`src/rtl/pe_arr_pkg.sv`:
```
// Shared types and helpers for the multi-pass convolution PE array.
// The sideband bias field is sized to WIDE_W so one struct serves any ACC_W below it.
package pe_arr_pkg;

   localparam int WIDE_W = 64;

   typedef struct packed {
      logic                     valid;
      logic                     first;
      logic                     last;
      logic                     relu;
      logic signed [WIDE_W-1:0] bias;
   } sideband_t;

   function automatic int tree_depth(input int n);
      return $clog2(n);
   endfunction

   function automatic int pe_lat(input int n);
      return tree_depth(n) + 3;
   endfunction

   function automatic logic signed [WIDE_W-1:0] sat_signed(
      input logic signed [WIDE_W-1:0] val,
      input int                       out_w
   );
      logic signed [WIDE_W-1:0] max_v;
      logic signed [WIDE_W-1:0] min_v;
      max_v = (WIDE_W'(1) <<< (out_w - 1)) - WIDE_W'(1);
      min_v = -max_v - WIDE_W'(1);
      if (val > max_v) begin
         return max_v;
      end else if (val < min_v) begin
         return min_v;
      end
      return val;
   endfunction

endpackage

```
`src/rtl/pe_adder_tree_p.sv`:
```
// Registered pairwise adder tree: N signed IN_W leaves, TD register levels, +1 bit per level.
// Leaves are zero-padded to 2**TD, so an odd leftover simply adds zero and passes through registered.
module pe_adder_tree_p #(
   parameter int N    = 9,
   parameter int IN_W = 16,
   parameter int TD   = 4
) (
   input  logic                   clk,
   input  logic                   rst_n,
   input  logic [N*IN_W-1:0]      data_i,
   output logic signed [IN_W+TD-1:0] sum_o
);

   localparam int NP    = 1 << TD;
   localparam int OW    = IN_W + TD;
   localparam int NODES = 2 * NP - 1;
   localparam int PAD_W = NP * IN_W;

   logic [PAD_W-1:0]     pad_leaves;
   logic signed [OW-1:0] node_q [NP-1];
   logic signed [OW-1:0] all_n  [NODES];

   assign pad_leaves = PAD_W'(data_i);

   // Heap layout: internal nodes 0..NP-2 are registers, leaves follow at NP-1..NODES-1.
   // NOTE: every element of all_n is assigned on every pass, so no latch can be inferred.
   always_comb begin
      for (int k = 0; k < NP - 1; k++) begin
         all_n[k] = node_q[k];
      end
      for (int j = 0; j < NP; j++) begin
         all_n[NP-1+j] = OW'(signed'(pad_leaves[j*IN_W +: IN_W]));
      end
   end

   // NOTE: the node array is real pipeline state, so it is reset like any register; use <= only.
   always_ff @(posedge clk or negedge rst_n) begin
      if (!rst_n) begin
         for (int k = 0; k < NP - 1; k++) node_q[k] <= '0;
      end else begin
         for (int k = 0; k < NP - 1; k++) node_q[k] <= all_n[2*k+1] + all_n[2*k+2];
      end
   end

   assign sum_o = all_n[0];

endmodule

```
`src/rtl/pe_array_acc.sv`:
```
// Multi-pass convolution PE array: multiply, registered adder tree, channel accumulator,
// then ReLU/saturation output stage. One result pulse per window, LAT = tree depth + 3.
module pe_array_acc
   import pe_arr_pkg::*;
#(
   parameter int IN_W  = 8,
   parameter int N_PE  = 9,
   parameter int ACC_W = 32,
   parameter int OUT_W = 20
) (
   input  logic                     clk,
   input  logic                     rst_n,
   input  logic                     in_valid,
   input  logic                     in_first,
   input  logic                     in_last,
   input  logic [N_PE*IN_W-1:0]     ifm_in,
   input  logic [N_PE*IN_W-1:0]     wgt_in,
   input  logic signed [ACC_W-1:0]  bias_in,
   input  logic                     relu_en,
   output logic                     out_valid,
   output logic signed [OUT_W-1:0]  ofm_out,
   output logic                     sat_flag
);

   localparam int TD     = tree_depth(N_PE);
   localparam int PROD_W = 2 * IN_W;
   localparam int SUM_W  = PROD_W + TD;

   logic [N_PE*PROD_W-1:0]  prod_d, prod_q;
   sideband_t               sb_in;
   sideband_t               sb_q [TD+1];
   sideband_t               sb_a;
   logic signed [SUM_W-1:0] tree_sum;

   logic signed [ACC_W-1:0] acc_d, acc_q, res_q;
   logic                    res_vld_q, res_relu_q;

   logic signed [WIDE_W-1:0] relu_v, clamp_v;
   logic                     out_valid_q, sat_q;
   logic signed [OUT_W-1:0]  ofm_q;
   logic                     unused_hi;

   // ---------------- stage M: products and sideband entry ----------------
   always_comb begin
      prod_d = '0;
      for (int i = 0; i < N_PE; i++) begin
         prod_d[i*PROD_W +: PROD_W] = PROD_W'(signed'(ifm_in[i*IN_W +: IN_W]))
                                    * PROD_W'(signed'(wgt_in[i*IN_W +: IN_W]));
      end
   end

   // Control fields are zeroed on idle cycles so bubbles can never open or close a window.
   always_comb begin
      sb_in = '0;
      if (in_valid) begin
         sb_in.valid = 1'b1;
         sb_in.first = in_first;
         sb_in.last  = in_last;
         sb_in.relu  = in_last & relu_en;
         sb_in.bias  = in_first ? WIDE_W'(bias_in) : '0;
      end
   end

   always_ff @(posedge clk or negedge rst_n) begin
      if (!rst_n) begin
         prod_q <= '0;
         for (int k = 0; k <= TD; k++) sb_q[k] <= '0;
      end else begin
         prod_q   <= prod_d;
         sb_q[0]  <= sb_in;
         for (int k = 1; k <= TD; k++) sb_q[k] <= sb_q[k-1];
      end
   end

   // ---------------- tree stages ----------------
   pe_adder_tree_p #(
      .N    (N_PE),
      .IN_W (PROD_W),
      .TD   (TD)
   ) u_tree (
      .clk    (clk),
      .rst_n  (rst_n),
      .data_i (prod_q),
      .sum_o  (tree_sum)
   );

   // ---------------- stage A: accumulator ----------------
   assign sb_a  = sb_q[TD];
   assign acc_d = (sb_a.first ? ACC_W'(sb_a.bias) : acc_q) + ACC_W'(tree_sum);

   // A closing beat hands the finished sum to stage O and restarts the accumulator from zero.
   always_ff @(posedge clk or negedge rst_n) begin
      if (!rst_n) begin
         acc_q      <= '0;
         res_q      <= '0;
         res_vld_q  <= 1'b0;
         res_relu_q <= 1'b0;
      end else begin
         res_vld_q <= sb_a.valid & sb_a.last;
         if (sb_a.valid) begin
            if (sb_a.last) begin
               acc_q      <= '0;
               res_q      <= acc_d;
               res_relu_q <= sb_a.relu;
            end else begin
               acc_q <= acc_d;
            end
         end
      end
   end

   // ---------------- stage O: ReLU then saturation ----------------
   always_comb begin
      relu_v = WIDE_W'(res_q);
      if (res_relu_q && res_q[ACC_W-1]) relu_v = '0;
      clamp_v = sat_signed(relu_v, OUT_W);
   end

   always_ff @(posedge clk or negedge rst_n) begin
      if (!rst_n) begin
         out_valid_q <= 1'b0;
         ofm_q       <= '0;
         sat_q       <= 1'b0;
      end else begin
         out_valid_q <= res_vld_q;
         if (res_vld_q) begin
            ofm_q <= clamp_v[OUT_W-1:0];
            sat_q <= (clamp_v != relu_v);
         end
      end
   end

   assign out_valid = out_valid_q;
   assign ofm_out   = ofm_q;
   assign sat_flag  = sat_q;

   // Upper bits are sign copies by construction.
   assign unused_hi = ^{sb_a.bias[WIDE_W-1:ACC_W], clamp_v[WIDE_W-1:OUT_W]};

endmodule

```
`config.mk`:
```
export PLATFORM = sky130hd
export DESIGN_NAME = pe_array_acc
export DESIGN_NICKNAME = d
export VERILOG_FILES = /design/src/rtl/pe_arr_pkg.sv /design/src/rtl/pe_adder_tree_p.sv /design/src/rtl/pe_array_acc.sv
export SDC_FILE = /design/constraint.sdc
export NUM_CORES = 2
export LEC_CHECK = 0
export ABC_AREA = 1
export CAP_MARGIN = 20
export CORE_AREA = 10 10 513 264
export CTS_BUF_LIST = sky130_fd_sc_hd__clkbuf_4
export DETAILED_ROUTE_END_ITERATION = 10
export DIE_AREA = 0 0 523 274
export GPL_TIMING_DRIVEN = 0
export PLACE_DENSITY = 0.66
export SETUP_SLACK_MARGIN = 0.1
export SLEW_MARGIN = 20
export SYNTH_ARGS = -nofsm -noshare
export SYNTH_HDL_FRONTEND = slang
export SYNTH_SLANG_ARGS = --single-unit
```
`constraint.sdc`:
```
create_clock -name clk -period 2.46 [get_ports clk]
set_clock_uncertainty 0.05 [all_clocks]
set_input_delay 0.369 -clock clk [delete_from_list [all_inputs] [get_ports clk]]
set_output_delay 0.369 -clock clk [all_outputs]
set_load 0.02 [all_outputs]
```
==> impl_metrics.toml <==
[outcome]
run_status = "finished, violations left"
violations = "negative setup slack"

[pwr]
switchingPower_mw = 46.5
intPower_mw = 46.8
report.power.total_mw = 93.4
seqPwrFrac = 0.172
share_comb_of_total_power = 0.737
clock_power_share = 0.091
power.density_nw_per_um2 = 1380
peakVddDrop_v = 0.000639
p_leak_nw = 35.6
swShare = 0.498

[timing]
tightest_slew_ns = 1.05
period_minus_slack_ns = 3.16
post-route-period-util = 1.28
relSlewSlack = 0.300
fin_setup_tns_ns = -36.31
hold_violations = 0
finalWorstSetupSlack_ns = -0.695
rsz0062_at_grt = "true"
setup_viol = 110
holdWs_ns = 0.107
final-max-slew-violation-count = 0
max_freq_mhz = 317

[drt]
drtAntennaViolNets = 0
wl_microns = 137000
via_per_inst = 4.73
route.detailed.drc = 0
first_iter_violations = 2722
drt_pass1_iterations = 6
route.vias.total = 39800
avgRoutedWirePerCell_microns = 16.3

[final_layout]
fillerInstances = 11300
multiInputGateArea_sq_um = 35400
layout_commonest_cell = "inv_1"
finalNetCount = 7701
stdcell_count = 8419
design_area_sq_um = 67500
final_util = 0.531
seq_area_sq_um = 15200
mostFrequentLayoutCells = "inv_1 (1278), nand2_1 (999), dfrtp_1 (605)"
drive_above_1_share = 0.283
area_growth_pct = 34.3

[cts]
cts_root_buf = "clkbuf_4"
clk-insertion-delay-late_ns = 1.05
tritoncts = "built"
cts_buffer_depth = 3
cts_buffers = 147
clock-sinks = 608
h-tree-depth = 4
clk_pin_slew_ns = 0.07

[setup_path]
crit_fanout = 6
critical_path_buf_inv_count = 5
worstSetupPathType = "input port to flop"
start_kind = "input port"
arrival_ns = 4.00
critical_path.max_stage_delay_ns = 0.53
critPathRequiredTime_ns = 3.30
endpoint_kind = "flop"
slowest_stage = "fa_1"
critPathTopFamily = "adder cells"
cpMostUsedCell = "fa_1"
cp_cell_sequence = "buf_8 -> clkinvlp_4 -> or2_4 -> fa_2 -> fa_1 -> inv_2 -> fa_1 -> inv_1 -> fa_1 -> inv_2 -> ha_4 -> a21oi_4 -> o21ai_2 -> nand2_1 -> nand4_1 -> xor2_2"

[place]
io_buffers = 68
dp_hpwl_microns = 105000
place_inst = 7789
place_ws_ns = -2.40
place_area_sq_um = 56800
gp_congestion = 0.896

[floorplan]
dieArea_sq_um = 143000
coreArea_sq_um = 127000
start_util = 0.395
ios = 204
rows = 93
die_w_microns = 523
dieHeight_microns = 274

[synthesis]
synth_seq_cells = 608
synth_warnings = 0
synth-edff-count = 0
yosys-top-cells-area = "dfrtp_1 (30%), fa_1 (20%), inv_1 (11%)"
ys_seq_area_frac = 0.303
synth_area_sq_um = 50300
avgSynthCellArea_sq_um = 8.37
yosys.area.top_type = "dfrtp_1"
yosysUniqueCellTypes = 39
synth_top_area_share = 0.303
syn-num-nets = 7118
yosys_most_used_dff = "dfrtp_1"
netlist_instances = 6004
async_reset_ff_frac = 1.00

[run]
maxCapViolCount = 0

[grt]
grt_pass1_vias = 40300
grt_pass1_wl_microns = 218000
grt_start_max_net_pins = 103
track_usage = 0.188
antenna_found_initial = 3
gr-total-overflow = 0

[worst_hold_path]
hold_class = "input port to flop"
## sequential cells by signal (all words and copies together) (netlist names)
register,count
u_tree.all_n,176
prod_q,144
sb_q,144
sb_a,36
acc_q,32
res_q,32
ofm_out,20
u_tree.sum_o,20
out_valid,1
res_relu_q,1
res_vld_q,1
sat_flag,1
## power groups by stage
stage	logic (mW)	clock network, mW	registers (mW)
final	68.8	8.54	16.0
after global routing	75.4	9.51	16.3
after CTS	61.0	8.92	16.0
after detailed placement	50.8	0	16.0
after global placement	50.1	0	16.1
after floorplan	38.6	0	15.1
## tightest hold or removal path: stages
cell     delay (ns)
buf_12         0.10
nand2_1        0.05
inv_1          0.05
ha_1           0.12
ha_1           0.15
fa_1           0.17
ha_2           0.16
## final cells by class
class | count | area share
inverter | 1538 | 0.0874
sequential | 608 | 0.225
antenna | 7 | 0.000259
tap | 1710 | 0.0317
multi-input combinational | 3694 | 0.524
buffer | 164 | 0.0390
timing repair buffer | 434 | 0.0641
clock inverter | 63 | 0.00580
clock buffer | 201 | 0.0224
## logic make-up after synthesis
family	Yosys count	share of synthesized area
XOR/XNOR	261	0.0455
multiplexers	12	0.00269
AO/OA/AOI/OAI	536	0.0585
flip-flops	608	0.303
buffers and inverters	1702	0.128
adder cells (fa/ha/maj)	932	0.307
AND/OR/NAND/NOR	1953	0.156
## cell usage after synthesis, drive strengths merged (14+ instances only)
library cell and number:
inv 1538, nand2 1341, dfrtp 608, fa 504, ha 428, nor2 284
a21oi 229, nand3 222, o21ai 204, clkbuf 157, xor2 154, xnor2 107
nor3 41, a31oi 31, nand4 27, or2 26, a21boi 14, o21bai 14
## metal layers
metal,track usage,wire length [microns]
met1,0.307,71500
met3,0.0385,9310
met4,0.0323,1530
met5,0,0
met2,0.251,55000
## final timing paths
path / cells after the start / endpoint / slack, ns / startpoint
min in group asynchronous: 4 / ofm_out[2] / 0.34 / rst_n
max in group asynchronous: 7 / prod_q[21] / 0.45 / rst_n
hold / removal: 7 / prod_q[20] / 0.11 / ifm_in[9]
setup reg to reg: 16 / res_q[24] / -0.12 / sb_a[66]
hold reg to reg: 0 / sb_a[9] / 0.23 / sb_q[77]
setup / recovery: 16 / prod_q[142] / -0.70 / wgt_in[71]
## timing repair
| item | CTS | global route |
|---|---|---|
| gates cloned | 5 | 0 |
| resized for setup | 926 | 602 |
| hold buffers | 109 | 0 |
| setup buffers | 165 | 86 |
| pin swaps | 485 | 486 |
| setup endpoints to repair | 168 | 158 |
| hold endpoints to repair | 612 | 0 |
Power figures use the tool's default switching activity.
